===== config.mk =====
export PLATFORM = sky130hd
export DESIGN_NAME = key_onehot_capture_flat
export DESIGN_NICKNAME = d
export VERILOG_FILES = /design/src/rtl/key_pkg.sv /design/src/rtl/key_onehot_capture_if.sv /design/src/rtl/key_debounce.sv /design/src/rtl/key_onehot_capture.sv /design/src/flat_wrapper.sv
export SDC_FILE = /design/constraint.sdc
export NUM_CORES = 1
export LEC_CHECK = 0
export CORE_MARGIN = 2
export CORE_UTILIZATION = 43
export DETAILED_ROUTE_END_ITERATION = 8
export PLACE_DENSITY_LB_ADDON = 0.08
export SETUP_SLACK_MARGIN = 0.05
export SLEW_MARGIN = 40
export SYNTH_ARGS = -nofsm -noshare
export SYNTH_HDL_FRONTEND = slang
export SYNTH_HIERARCHICAL = 1
export SYNTH_SLANG_ARGS = --single-unit

===== constraint.sdc =====
create_clock -name clk -period 5.6 [get_ports clk]
set_input_delay 1.12 -clock clk [delete_from_list [all_inputs] [get_ports clk]]
set_output_delay 1.12 -clock clk [all_outputs]
set_load 0.02 [all_outputs]

===== src/rtl/key_pkg.sv =====
// Shared definitions for the key capture path: key count, FSM state
// encodings and a one-hot test used when deciding whether a press is valid.
package key_pkg;

  localparam int N_KEYS = 8;

  typedef enum logic {
    ST_IDLE = 1'b0,
    ST_HELD = 1'b1
  } state_e;

  // True when exactly one bit of v is set.
  function automatic logic is_onehot(input logic [N_KEYS-1:0] v);
    int ones;
    ones = 0;
    for (int i = 0; i < N_KEYS; i++) begin
      ones += int'(v[i]);
    end
    return ones == 1;
  endfunction

endpackage


===== src/rtl/key_onehot_capture_if.sv =====
// Bundle of the key capture signals.
//   key_in      raw buttons (master -> slave)
//   clear       drop latched key (master -> slave)
//   onehot_out  latched one-hot key (slave -> master)
//   enable_out  latched key valid (slave -> master)
//   press_pulse one-cycle strobe on new key (slave -> master)
//   multi_err   one-cycle strobe on multi-key press (slave -> master)
interface key_onehot_capture_if;
  import key_pkg::*;

  logic [N_KEYS-1:0] key_in;
  logic              clear;
  logic [N_KEYS-1:0] onehot_out;
  logic              enable_out;
  logic              press_pulse;
  logic              multi_err;

  modport master (
    output key_in, clear,
    input  onehot_out, enable_out, press_pulse, multi_err
  );

  modport slave (
    input  key_in, clear,
    output onehot_out, enable_out, press_pulse, multi_err
  );
endinterface


===== src/rtl/key_debounce.sv =====
// Two-flop synchroniser followed by a whole-vector debouncer. A change on
// the synchronised vector is only passed to dout after it has been stable
// for DEBOUNCE_CYCLES consecutive clocks; any bit change restarts the count.
//   clk    system clock
//   rst_n  asynchronous active-low reset
//   din    raw asynchronous inputs
//   dout   debounced vector
module key_debounce
  import key_pkg::*;
#(
  parameter int WIDTH           = N_KEYS,
  parameter int DEBOUNCE_CYCLES = 1000000
) (
  input  logic             clk,
  input  logic             rst_n,
  input  logic [WIDTH-1:0] din,
  output logic [WIDTH-1:0] dout
);

  localparam int CNT_W = ($clog2(DEBOUNCE_CYCLES) < 1) ? 1 : $clog2(DEBOUNCE_CYCLES);
  localparam logic [CNT_W-1:0] CNT_MAX = CNT_W'(DEBOUNCE_CYCLES - 1);

  logic [WIDTH-1:0] s1_q, s1_d;
  logic [WIDTH-1:0] s2_q, s2_d;
  logic [WIDTH-1:0] cand_q, cand_d;
  logic [WIDTH-1:0] deb_q, deb_d;
  logic [CNT_W-1:0] cnt_q, cnt_d;

  always_comb begin
    s1_d   = din;
    s2_d   = s1_q;
    cand_d = cand_q;
    cnt_d  = cnt_q;
    deb_d  = deb_q;
    if (s2_q != cand_q) begin
      cand_d = s2_q;
      cnt_d  = '0;
    end else if (cnt_q == CNT_MAX) begin
      // Counter saturates here; the stable candidate is published.
      deb_d = cand_q;
    end else begin
      cnt_d = cnt_q + CNT_W'(1);
    end
  end

  always_ff @(posedge clk or negedge rst_n) begin
    if (!rst_n) begin
      s1_q   <= '0;
      s2_q   <= '0;
      cand_q <= '0;
      deb_q  <= '0;
      cnt_q  <= '0;
    end else begin
      s1_q   <= s1_d;
      s2_q   <= s2_d;
      cand_q <= cand_d;
      deb_q  <= deb_d;
      cnt_q  <= cnt_d;
    end
  end

  assign dout = deb_q;

endmodule


===== src/rtl/key_onehot_capture.sv =====
// Push-button front end for the 8-to-3 encoder. Debounces the raw keys,
// latches a press only when exactly one key is down and holds it until a
// new press is accepted or clear is asserted.
//   clk    system clock
//   rst_n  asynchronous active-low reset
//   bus    key_onehot_capture_if.slave (key_in, clear in; onehot_out,
//          enable_out, press_pulse, multi_err out)
//
// state   | meaning
// ST_IDLE | no key down; next debounced press is evaluated
// ST_HELD | a press was evaluated; waiting for all keys released
module key_onehot_capture
  import key_pkg::*;
#(
  parameter int DEBOUNCE_CYCLES = 1000000
) (
  input  logic                 clk,
  input  logic                 rst_n,
  key_onehot_capture_if.slave  bus
);

  logic [N_KEYS-1:0] deb;

  key_debounce #(
    .WIDTH          (N_KEYS),
    .DEBOUNCE_CYCLES(DEBOUNCE_CYCLES)
  ) u_debounce (
    .clk  (clk),
    .rst_n(rst_n),
    .din  (bus.key_in),
    .dout (deb)
  );

  state_e            state_q, state_d;
  logic [N_KEYS-1:0] onehot_q, onehot_d;
  logic              enable_q, enable_d;
  logic              press_q, press_d;
  logic              multi_q, multi_d;

  always_comb begin
    state_d  = state_q;
    onehot_d = onehot_q;
    enable_d = enable_q;
    press_d  = 1'b0;
    multi_d  = 1'b0;
    case (state_q)
      ST_IDLE: begin
        if (deb != '0) begin
          state_d = ST_HELD;
          if (is_onehot(deb)) begin
            onehot_d = deb;
            enable_d = 1'b1;
            press_d  = 1'b1;
          end else begin
            multi_d = 1'b1;
          end
        end
      end
      ST_HELD: begin
        if (deb == '0) state_d = ST_IDLE;
      end
      default: state_d = ST_IDLE;
    endcase
    // Clear only empties the latch; the pulse and state move still happen.
    if (bus.clear) begin
      onehot_d = '0;
      enable_d = 1'b0;
    end
  end

  always_ff @(posedge clk or negedge rst_n) begin
    if (!rst_n) begin
      state_q  <= ST_IDLE;
      onehot_q <= '0;
      enable_q <= 1'b0;
      press_q  <= 1'b0;
      multi_q  <= 1'b0;
    end else begin
      state_q  <= state_d;
      onehot_q <= onehot_d;
      enable_q <= enable_d;
      press_q  <= press_d;
      multi_q  <= multi_d;
    end
  end

  assign bus.onehot_out  = onehot_q;
  assign bus.enable_out  = enable_q;
  assign bus.press_pulse = press_q;
  assign bus.multi_err   = multi_q;

endmodule

===== src/flat_wrapper.sv =====
// flat-port wrapper written by rule: the top's interface ports become plain ports
module key_onehot_capture_flat import key_pkg::*;
#(
  parameter int DEBOUNCE_CYCLES = 1000000
)
  (clk, rst_n, bus_key_in, bus_clear, bus_onehot_out, bus_enable_out, bus_press_pulse, bus_multi_err);
  key_onehot_capture_if bus_i ();
  input  logic clk;
  input  logic rst_n;
  input wire logic [$bits(bus_i.key_in)-1:0] bus_key_in;
  input wire logic [$bits(bus_i.clear)-1:0] bus_clear;
  output wire logic [$bits(bus_i.onehot_out)-1:0] bus_onehot_out;
  output wire logic [$bits(bus_i.enable_out)-1:0] bus_enable_out;
  output wire logic [$bits(bus_i.press_pulse)-1:0] bus_press_pulse;
  output wire logic [$bits(bus_i.multi_err)-1:0] bus_multi_err;
  assign bus_i.key_in = bus_key_in;
  assign bus_i.clear = bus_clear;
  assign bus_onehot_out = bus_i.onehot_out;
  assign bus_enable_out = bus_i.enable_out;
  assign bus_press_pulse = bus_i.press_pulse;
  assign bus_multi_err = bus_i.multi_err;
  key_onehot_capture #(.DEBOUNCE_CYCLES(DEBOUNCE_CYCLES)) u_core (.clk(clk), .rst_n(rst_n), .bus(bus_i));
endmodule

# Yosys cells after proc, flatten, opt, wreduce, memory -nomap -nowiden
# Cells that the tools add are included.
# op_classes
reduce_logical	6
muxes	19
bitwise	2
n_eq_ne	5
n_addsub	8
# ops
op	n
adder 32 x 2 -> 32 bit	6
two-way mux 20 bit	2
equality test 32 x 2 -> 1 bit (second input constant)	1
two-way mux 8 bit	4
adder 20 x 1 -> 20 bit (second input constant)	1
equality test 20 bit (second input constant)	1
two-way mux 1 bit	12
zero test 8 bit	1
inequality test 8 bit	1
nonzero test 8 bit	1
inequality test 2 bit (second input constant)	2
nonzero test 2 bit	2
AND reduction 3 bit	1
adder 1 x 1 -> 2 bit	1
inverter 1 bit	2
one-hot mux 1 bit (2 select lines)	1
AND reduction 2 bit	1
# totals
input_bits	11
register_bits	64
output_inout_bits	11
wordCells	50

# Logic depth before layout (Yosys ltp)
# Gate-level depths: netlist of run 1.
# logic_depth
ltp_word	12
mapped_depth	13
depth_no_buf	12

# Hierarchy
# The synthesis of run 1 kept the hierarchy.
# by_module_without_submodules
module	seq_area_each_um2	instances	cells_per_inst	area_per_inst_um2
key_debounce	1301.2	1	169	2039.5
key_onehot_capture	300.3	1	70	754.5

# Worst setup path after synthesis of run 1
# No wires, ideal clock.
# synth_timing
kind	register to register
from	register u_core.u_debounce.deb_q[0], in the netlist u_core/u_debounce/dout[0]
to	register u_core.onehot_q[3], in the netlist u_core/bus.onehot_out[3]
t_required_ns	5.521
synth_period_minus_slack_ns	3.463
path_slack_ns	2.137
path_buffers	1
arrival_ns	3.384
setup_time_ns	0.079
stages_incl_launch_ff	14
cell_sequence	dfrtp_1 inv_1 fa_1 fa_1 fa_1 inv_1 ha_1 inv_1 fa_1 a211o_1 a21oi_4 and2_1 buf_6 mux2i_1
# synth_between
elab_chain_cells	10
elab_cells_between_ends	12
cone_classes	add/sub (7); eq/ne (1); reduce/logical (4)
# synth_lines
item	line	source
start: declaration	key_debounce.sv:26	logic [WIDTH-1:0] deb_q, deb_d;
start signal: assignment	key_debounce.sv:51	deb_q <= '0;
start signal: assignment	key_debounce.sv:57	deb_q <= deb_d;
adder 1 x 1 -> 2 bit	key_pkg.sv:17	ones += int'(v[i]);
adder 32 x 2 -> 32 bit (6 in series)	key_pkg.sv:17	
equality test 32 x 2 -> 1 bit	key_pkg.sv:19	return ones == 1;
nonzero test 2 bit (no line)	--	
AND reduction 3 bit (no line) (*)	--	
end signal: assignment	key_onehot_capture.sv:80	onehot_q <= onehot_d;
end: declaration	key_onehot_capture.sv:35	logic [N_KEYS-1:0] onehot_q, onehot_d;
# Every way passes the cells marked *; elsewhere a longest branch is shown, timed or not.
# A chain may end at the register's enable or synchronous reset.

# Worst setup path in the final report of run 1
# layout_timing
from	register u_core.u_debounce.deb_q[0], in the netlist u_core/u_debounce/dout[0]
to	register u_core.onehot_q[6], in the netlist u_core/bus.onehot_out[6]
# The elaborated chain is that of the path after synthesis.

==> results_dict.tcl, run 1 <==
set metrics [dict create \
    path_class "register to register" \
    final_area_mm2 0.003263 \
    fill_cells 583 \
    ys_seq_area_share_pct 57.32 \
    postCtsSetupBuffers 0 \
    worstPathRequired_ns 5.85 \
    clock.fmax_mhz 263.3 \
    post-route-min-period_ns 3.798 \
    core_area_mm2 0.006314 \
    rsz0062_at_grt "no" \
    firstDrtPassIters 4 \
    clock_latency_ns 0.33 \
    fp-row-count 29 \
    p_sw_uw 194.5 \
    power-per-cell-area_mw_per_mm2 284.7 \
    p_sw_share_pct 20.94 \
    wl_per_cell_um 12.74 \
    p_seq_share_pct 51.2 \
    synth_warnings 6 \
    vias 1664 \
    ys_ff_latch 64 \
    outcome "completed" \
    path_clk_slew_ns 0.08 \
    fin_skew_ns 0.01209 \
    cts_buffer_depth 2 \
    hold_viol 0 \
    gp_congestion 0.7202 \
    io_pins 22 \
    end_kind "register" \
    cts_sinks 64 \
    clkPwrFrac_pct 46.3 \
    cts_resized 0 \
    h-tree-depth 3 \
    hpwl_mm 2.942 \
    final_cell_mix "64 x dfrtp_1, 24 x nor2_1, 21 x xor2_1" \
    num_antenna_cells 0 \
    portBuffers 21 \
    die_h_um 84.61 \
    start_util_pct 44.25 \
    viasPerCell 4.909 \
    numCtsBuffers 9 \
    path_cells "inv_1 > fa_1 > fa_1 > fa_1 > inv_1 > ha_1 > inv_1 > fa_1 > a211o_1 > a21oi_4 > and2_1 > mux2i_1" \
    relSlewSlack_pct 46.76 \
    grt_pass1_wl_mm 7.872 \
    syn_inst 239 \
    hold_class "register to register" \
    postSynthNetCount 259 \
    grt_pass1_vias 1653 \
    comb_power_share_pct 2.5 \
    synth.area.top_cells "dfrtp_1 57%, xor2_1 6.6%, mux2_2 3.2%, nor2_1 3.2%, fa_1 2.9%" \
    tightest_slew_ns 0.7966 \
    root_buffer "clkbuf_8" \
    die_x_um 84.61 \
    antenna_left 0 \
    grt-ovfl-total 0 \
    routed_wl_mm 4.320 \
    antenna_found_initial 0 \
    synth_top_cell_area_share_pct 57.32 \
    yosysTopAreaCell "dfrtp_1" \
    final.setup.tns_ns 0 \
    placed_cell_area_mm2 0.003038 \
    ys_types 42 \
    ir_worst_vdd_uv 179.6 \
    drc 0 \
    slowest_stage "fa_1" \
    crit_top_cell "fa_1" \
    critPathMaxFanout 9 \
    post-route-period-util_pct 67.82 \
    fin_nets 277 \
    syn2layout_area_growth_pct 16.79 \
    p_int_uw 734.4 \
    syn_area_per_cell_um2 11.69 \
    worst_path_largest_cell_delay_ns 0.56 \
    final_common_cell "dfrtp_1" \
    arrival_ns 4.05 \
    maxCapViolations 0 \
    initialDrtViolationCount 62 \
    leakagePower_uw 0.001408 \
    startpoint_type "register" \
    die_area_mm2 0.007158 \
    finalSetupViolCount 0 \
    layout-drive-gt1-share_pct 12.98 \
    globalRouteTotalUtil_pct 14.07 \
    grt_start_max_net_pins 65 \
    synth_area_mm2 0.002794 \
    cts_tree "built" \
    drv_slew 0 \
    hold_buffers 0 \
]
## per-layer routing
layer | global-route usage [%] | vias up | wire length [um]
met3 | 3.736 | 8 | 157
li1 | - | 828 | -
met4 | 7.359 | 0 | 92
met1 | 20.12 | 799 | 2199
met5 | 0 | - | 0
met2 | 19.69 | 29 | 1870
## worst paths after layout
kind	depth (start not counted)	start	to	slack, ns
worst max-delay path	12	u_core/u_debounce/dout[0]	u_core/bus.onehot_out[6]	1.80
worst min-delay path	0	u_core/u_debounce/s1_q[0]	u_core/u_debounce/s2_q[0]	0.35
worst max register to register	12	u_core/u_debounce/dout[0]	u_core/bus.onehot_out[6]	1.80
worst min register to register	0	u_core/u_debounce/s1_q[0]	u_core/u_debounce/s2_q[0]	0.35
max in group asynchronous	2	rst_n	u_core/bus.onehot_out[3]	4.33
min in group asynchronous	2	rst_n	u_core/u_debounce/s1_q[2]	0.84
## metrics by stage
stage / setup WS, ns / hold slack [ns] / total power (uW) / cells / utilization, %
floorplan: 2.137 / 0.3312 / 491.6 / 239 / -
global placement: 1.899 / 0.3320 / 508.4 / 323 / 48.12
detailed placement: 1.833 / 0.3364 / 508.7 / 323 / 48.12
CTS: 1.789 / 0.3534 / 943.7 / 339 / 51.63
global route: 1.570 / 0.3598 / 969.1 / 339 / 51.68
finish: 1.802 / 0.3512 / 928.9 / 339 / 51.68
## worst max-delay path: cells and delay by family, from the launching register on
kind	cells	cell delay [ns]
AO/OA/AOI/OAI	2	0.58
flip-flops	1	0.39
buffers and inverters	3	0.21
AND/OR/NAND/NOR	1	0.36
multiplexers	1	0.22
adder cells (fa/ha/maj)	5	1.96
## cell usage after synthesis
| master | instances |
|---|---|
| a21oi_4 | 1 |
| mux2_2 | 8 |
| nor3_1 | 4 |
| nand3_1 | 6 |
| nand2_1 | 12 |
| inv_1 | 14 |
| or3_2 | 1 |
| o21ai_1 | 6 |
| a211o_1 | 1 |
| a211oi_1 | 1 |
| clkbuf_1 | 12 |
| a21oi_1 | 3 |
| nor3b_1 | 1 |
| and2_1 | 1 |
| xor2_1 | 21 |
| and3_2 | 1 |
| nor4b_1 | 2 |
| xnor2_1 | 2 |
| nor4_4 | 1 |
| buf_6 | 1 |
| and2b_2 | 1 |
| nor2_1 | 24 |
| o211ai_1 | 1 |
| buf_2 | 1 |
| nor4b_4 | 1 |
| dfrtp_1 | 64 |
| fa_1 | 4 |
| nor4_1 | 3 |
| mux2i_1 | 3 |
| or3_1 | 1 |
| nand4_1 | 6 |
| nor4bb_1 | 1 |
| nand3_2 | 1 |
| o21ai_0 | 3 |
| buf_1 | 1 |
| nand4b_1 | 6 |
| nand2b_1 | 10 |
| ha_1 | 5 |
| a31oi_1 | 1 |
| nor2b_1 | 1 |
| or2_2 | 1 |
| a21oi_2 | 1 |
## power by group through the flow
| stage | clock (uW) | combinational, uW | sequential, uW |
|---|---|---|---|
| global placement | 0 | 24.1 | 484 |
| finish | 430 | 22.9 | 476 |
| detailed placement | 0 | 23.9 | 485 |
| CTS | 444 | 23.9 | 476 |
| global route | 466 | 26.7 | 477 |
| floorplan | 0 | 8.12 | 483 |
## final cells by class
class	instances	area, um2	share of cell area [%]
clock buffer	10	127.6	3.911
sequential	64	1602	49.08
clock inverter	6	93.84	2.876
tap	77	96.34	2.952
multi-input combinational	146	1075	32.94
timing repair buffer	22	216.5	6.633
inverter	14	52.55	1.610
## sequential cells by signal, summed over array words and instances (netlist names)
| signal | count |
|---|---|
| u_core/bus.press_pulse | 1 |
| u_core/bus.enable_out | 1 |
| u_core/u_debounce/s2_q | 8 |
| u_core/u_debounce/s1_q | 8 |
| u_core/u_debounce/cand_q | 8 |
| u_core/bus.multi_err | 1 |
| u_core/u_debounce/cnt_q | 20 |
| u_core/u_debounce/dout | 8 |
| u_core/bus.onehot_out | 8 |
| u_core/state_q | 1 |
## kinds of logic after synthesis
family,share of synthesized area (%)
flip-flops,57.32
AO/OA/AOI/OAI,4.120
multiplexers,4.299
adder cells (fa/ha/maj),5.105
buffers and inverters,4.209
AND/OR/NAND/NOR,17.74
XOR/XNOR,7.210
(Power assumes the default switching activity.)
==> run 2, diff against run 1 <==
==> constraint.sdc (replaced) <==
create_clock -name clk -period 3.6 [get_ports clk]
set_input_delay 0.72 -clock clk [delete_from_list [all_inputs] [get_ports clk]]
set_output_delay 0.72 -clock clk [all_outputs]
set_load 0.02 [all_outputs]
==> run 2 against run 1 <==
Against the previous run: register-to-register slack worse by 1.6 ns; via count up 2.8%; worst setup slack worse by 1.6 ns; first-iteration DRC count down 9.7%; critical path depth unchanged; combinational power up 60%; flip-flop and latch count unchanged; wire length up 3.6%; non-clock buffer count up 8; critical endpoint unchanged.
==> results_dict.tcl, run 2 (synthesized netlist as in run 1, its figures left out) <==
set metrics [dict create \
    outcome "completed" \
    crit_top_cell "fa_1" \
    path_cells "inv_1 > fa_1 > fa_1 > fa_1 > inv_1 > ha_1 > inv_1 > fa_1 > a211o_1 > a21oi_4 > and2_4 > mux2i_1" \
    p_sw_uw 320.7 \
    drc 0 \
    startpoint_type "register" \
    vias 1711 \
    pre_cts_slack_ns -0.003860 \
    globalRouteTotalUtil_pct 14.01 \
    hold_class "input port to asynchronous set/reset pin" \
    fin_nets 286 \
    core_area_mm2 0.006314 \
    largest-register "u_core/u_debounce/cnt_q" \
    gp_congestion 0.7401 \
    numCtsBuffers 9 \
    slowest_stage "fa_1" \
    clkPwrFrac_pct 44.4 \
    path_clk_slew_ns 0.08 \
    fin_cells 348 \
    h-tree-depth 3 \
    leakagePower_uw 0.001446 \
    fin_skew_ns 0.007063 \
    hold_viol 0 \
    fp-row-count 29 \
    wl_per_cell_um 12.86 \
    worstPathRequired_ns 3.86 \
    root_buffer "clkbuf_8" \
    maxCapViolations 0 \
    finalSetupViolCount 0 \
    arrival_ns 3.65 \
    die_x_um 84.61 \
    cts_sinks 64 \
    rsz0062_at_grt "no" \
    path_delay_family "adder cells" \
    initialDrtViolationCount 56 \
    path_class "register to register" \
    timing.final.ws_setup_ns 0.2037 \
    hold_ws_ns 0.1992 \
    comb_power_share_pct 2.6 \
    critPathBufInv 3 \
    layout-drive-gt1-share_pct 16.97 \
    ir_worst_vdd_uv 269.9 \
    portBuffers 21 \
    p_seq_share_pct 52.9 \
    fill_cells 581 \
    relSlewSlack_pct 54.29 \
    critPathMaxFanout 5 \
    io_pins 22 \
    dp.cells 329 \
    clock.fmax_mhz 294.4 \
    firstDrtPassIters 4 \
    routed_wl_mm 4.476 \
    viasPerCell 4.917 \
    final_common_cell "dfrtp_1" \
    clock_latency_ns 0.33 \
    cts_tree "built" \
    grt_pass1_vias 1637 \
    grt-ovfl-total 0 \
    end_kind "register" \
    antenna_left 0 \
    final_area_mm2 0.003316 \
    drv_slew 0 \
    power-per-cell-area_mw_per_mm2 421.1 \
    antenna_found_initial 0 \
    hpwl_mm 3.023 \
    die_area_mm2 0.007158 \
    post-route-min-period_ns 3.396 \
    worst_path_largest_cell_delay_ns 0.51 \
    tightest_slew_ns 0.6804 \
    start_util_pct 44.25 \
    post-route-period-util_pct 94.34 \
    die_h_um 84.61 \
    placed_cell_area_mm2 0.003083 \
    cts_buffer_depth 2 \
    r2r_setup_slack_ns 0.20 \
    num_antenna_cells 0 \
    largest_reg_flops 20 \
    final_cell_mix "64 x dfrtp_1, 24 x nor2_1, 21 x xor2_1" \
    syn2layout_area_growth_pct 18.67 \
    p_sw_share_pct 22.97 \
    p_int_uw 1076 \
    grt_start_max_net_pins 32 \
    grt_pass1_wl_mm 7.845 \
]
[run 2: cell types whose count changed in the layout (fill, tap and decap cells not counted)]
cell        before  now
clkbuf_1         1    0
clkinv_4         3    2
and2_4           0    1
inv_1           14   13
bufinv_16        2    1
and2_1           1    0
and2_2           0    1
inv_6            0    2
buf_4            0    8
inv_2            0    1
clkinvlp_4       1    2
[run 2: worst paths after layout]
path | from | to | depth (start not counted)
worst max-delay path | u_core/u_debounce/dout[0] | u_core/bus.onehot_out[6] | 12
worst max register to register | u_core/u_debounce/dout[0] | u_core/bus.onehot_out[6] | 12
worst min-delay path | rst_n | u_core/u_debounce/s2_q[2] | 1
max in group asynchronous | rst_n | u_core/bus.onehot_out[3] | 2
min in group clk | u_core/u_debounce/s1_q[0] | u_core/u_debounce/s2_q[0] | 0
worst min register to register | u_core/u_debounce/s1_q[0] | u_core/u_debounce/s2_q[0] | 0
[run 2: per-layer routing]
metal  global-route usage, %  up-vias  wire length (um)
met1                   20.74      821              2298
met5                       0        -                 0
met4                   7.359        0                72
met3                   3.638        7               158
li1                        -      851                 -
met2                   18.90       32              1947
[run 2: timing repair]
action,4_1_cts,5_1_grt
hold buffers,0,0
setup buffers,0,2
setup endpoints to repair,8,9
pin swaps,0,3
gates cloned,0,1
resized for setup,1,3
[run 2: area by class of cell]
cell class	count	area [um2]	area share (%)
sequential	64	1602	48.30
multi-input combinational	147	1085	32.72
timing repair buffer	30	276.5	8.340
clock buffer	9	123.9	3.736
tap	77	96.34	2.906
clock inverter	7	80.08	2.415
inverter	14	52.55	1.585
[run 2: through the flow]
step,util [%],power [uW],setup TNS (ns)
after floorplan,-,764.6,0
after global placement,48.83,791.3,0
after detailed placement,48.83,792.2,-0.003860
after CTS,52.08,1420,0
after global routing,52.52,1461,0
final,52.52,1396,0
[run 2: worst register-to-register path, stage by stage, from the launching register on]
cell     delay, ns
dfrtp_1       0.38
inv_1         0.09
fa_1          0.44
fa_1          0.51
fa_1          0.41
inv_1         0.06
ha_1          0.16
inv_1         0.06
fa_1          0.37
a211o_1       0.27
a21oi_4       0.17
and2_4        0.21
mux2i_1       0.17
[run 2: power groups by stage]
stage          clock network (uW)  logic [uW]  registers [uW]
6_report                      620        36.6             739
4_1_cts                       642        38.5             739
3_5_place_dp                    0        38.4             754
3_3_place_gp                    0        38.2             753
5_1_grt                       677        42.5             741
2_1_floorplan                   0        12.6             752
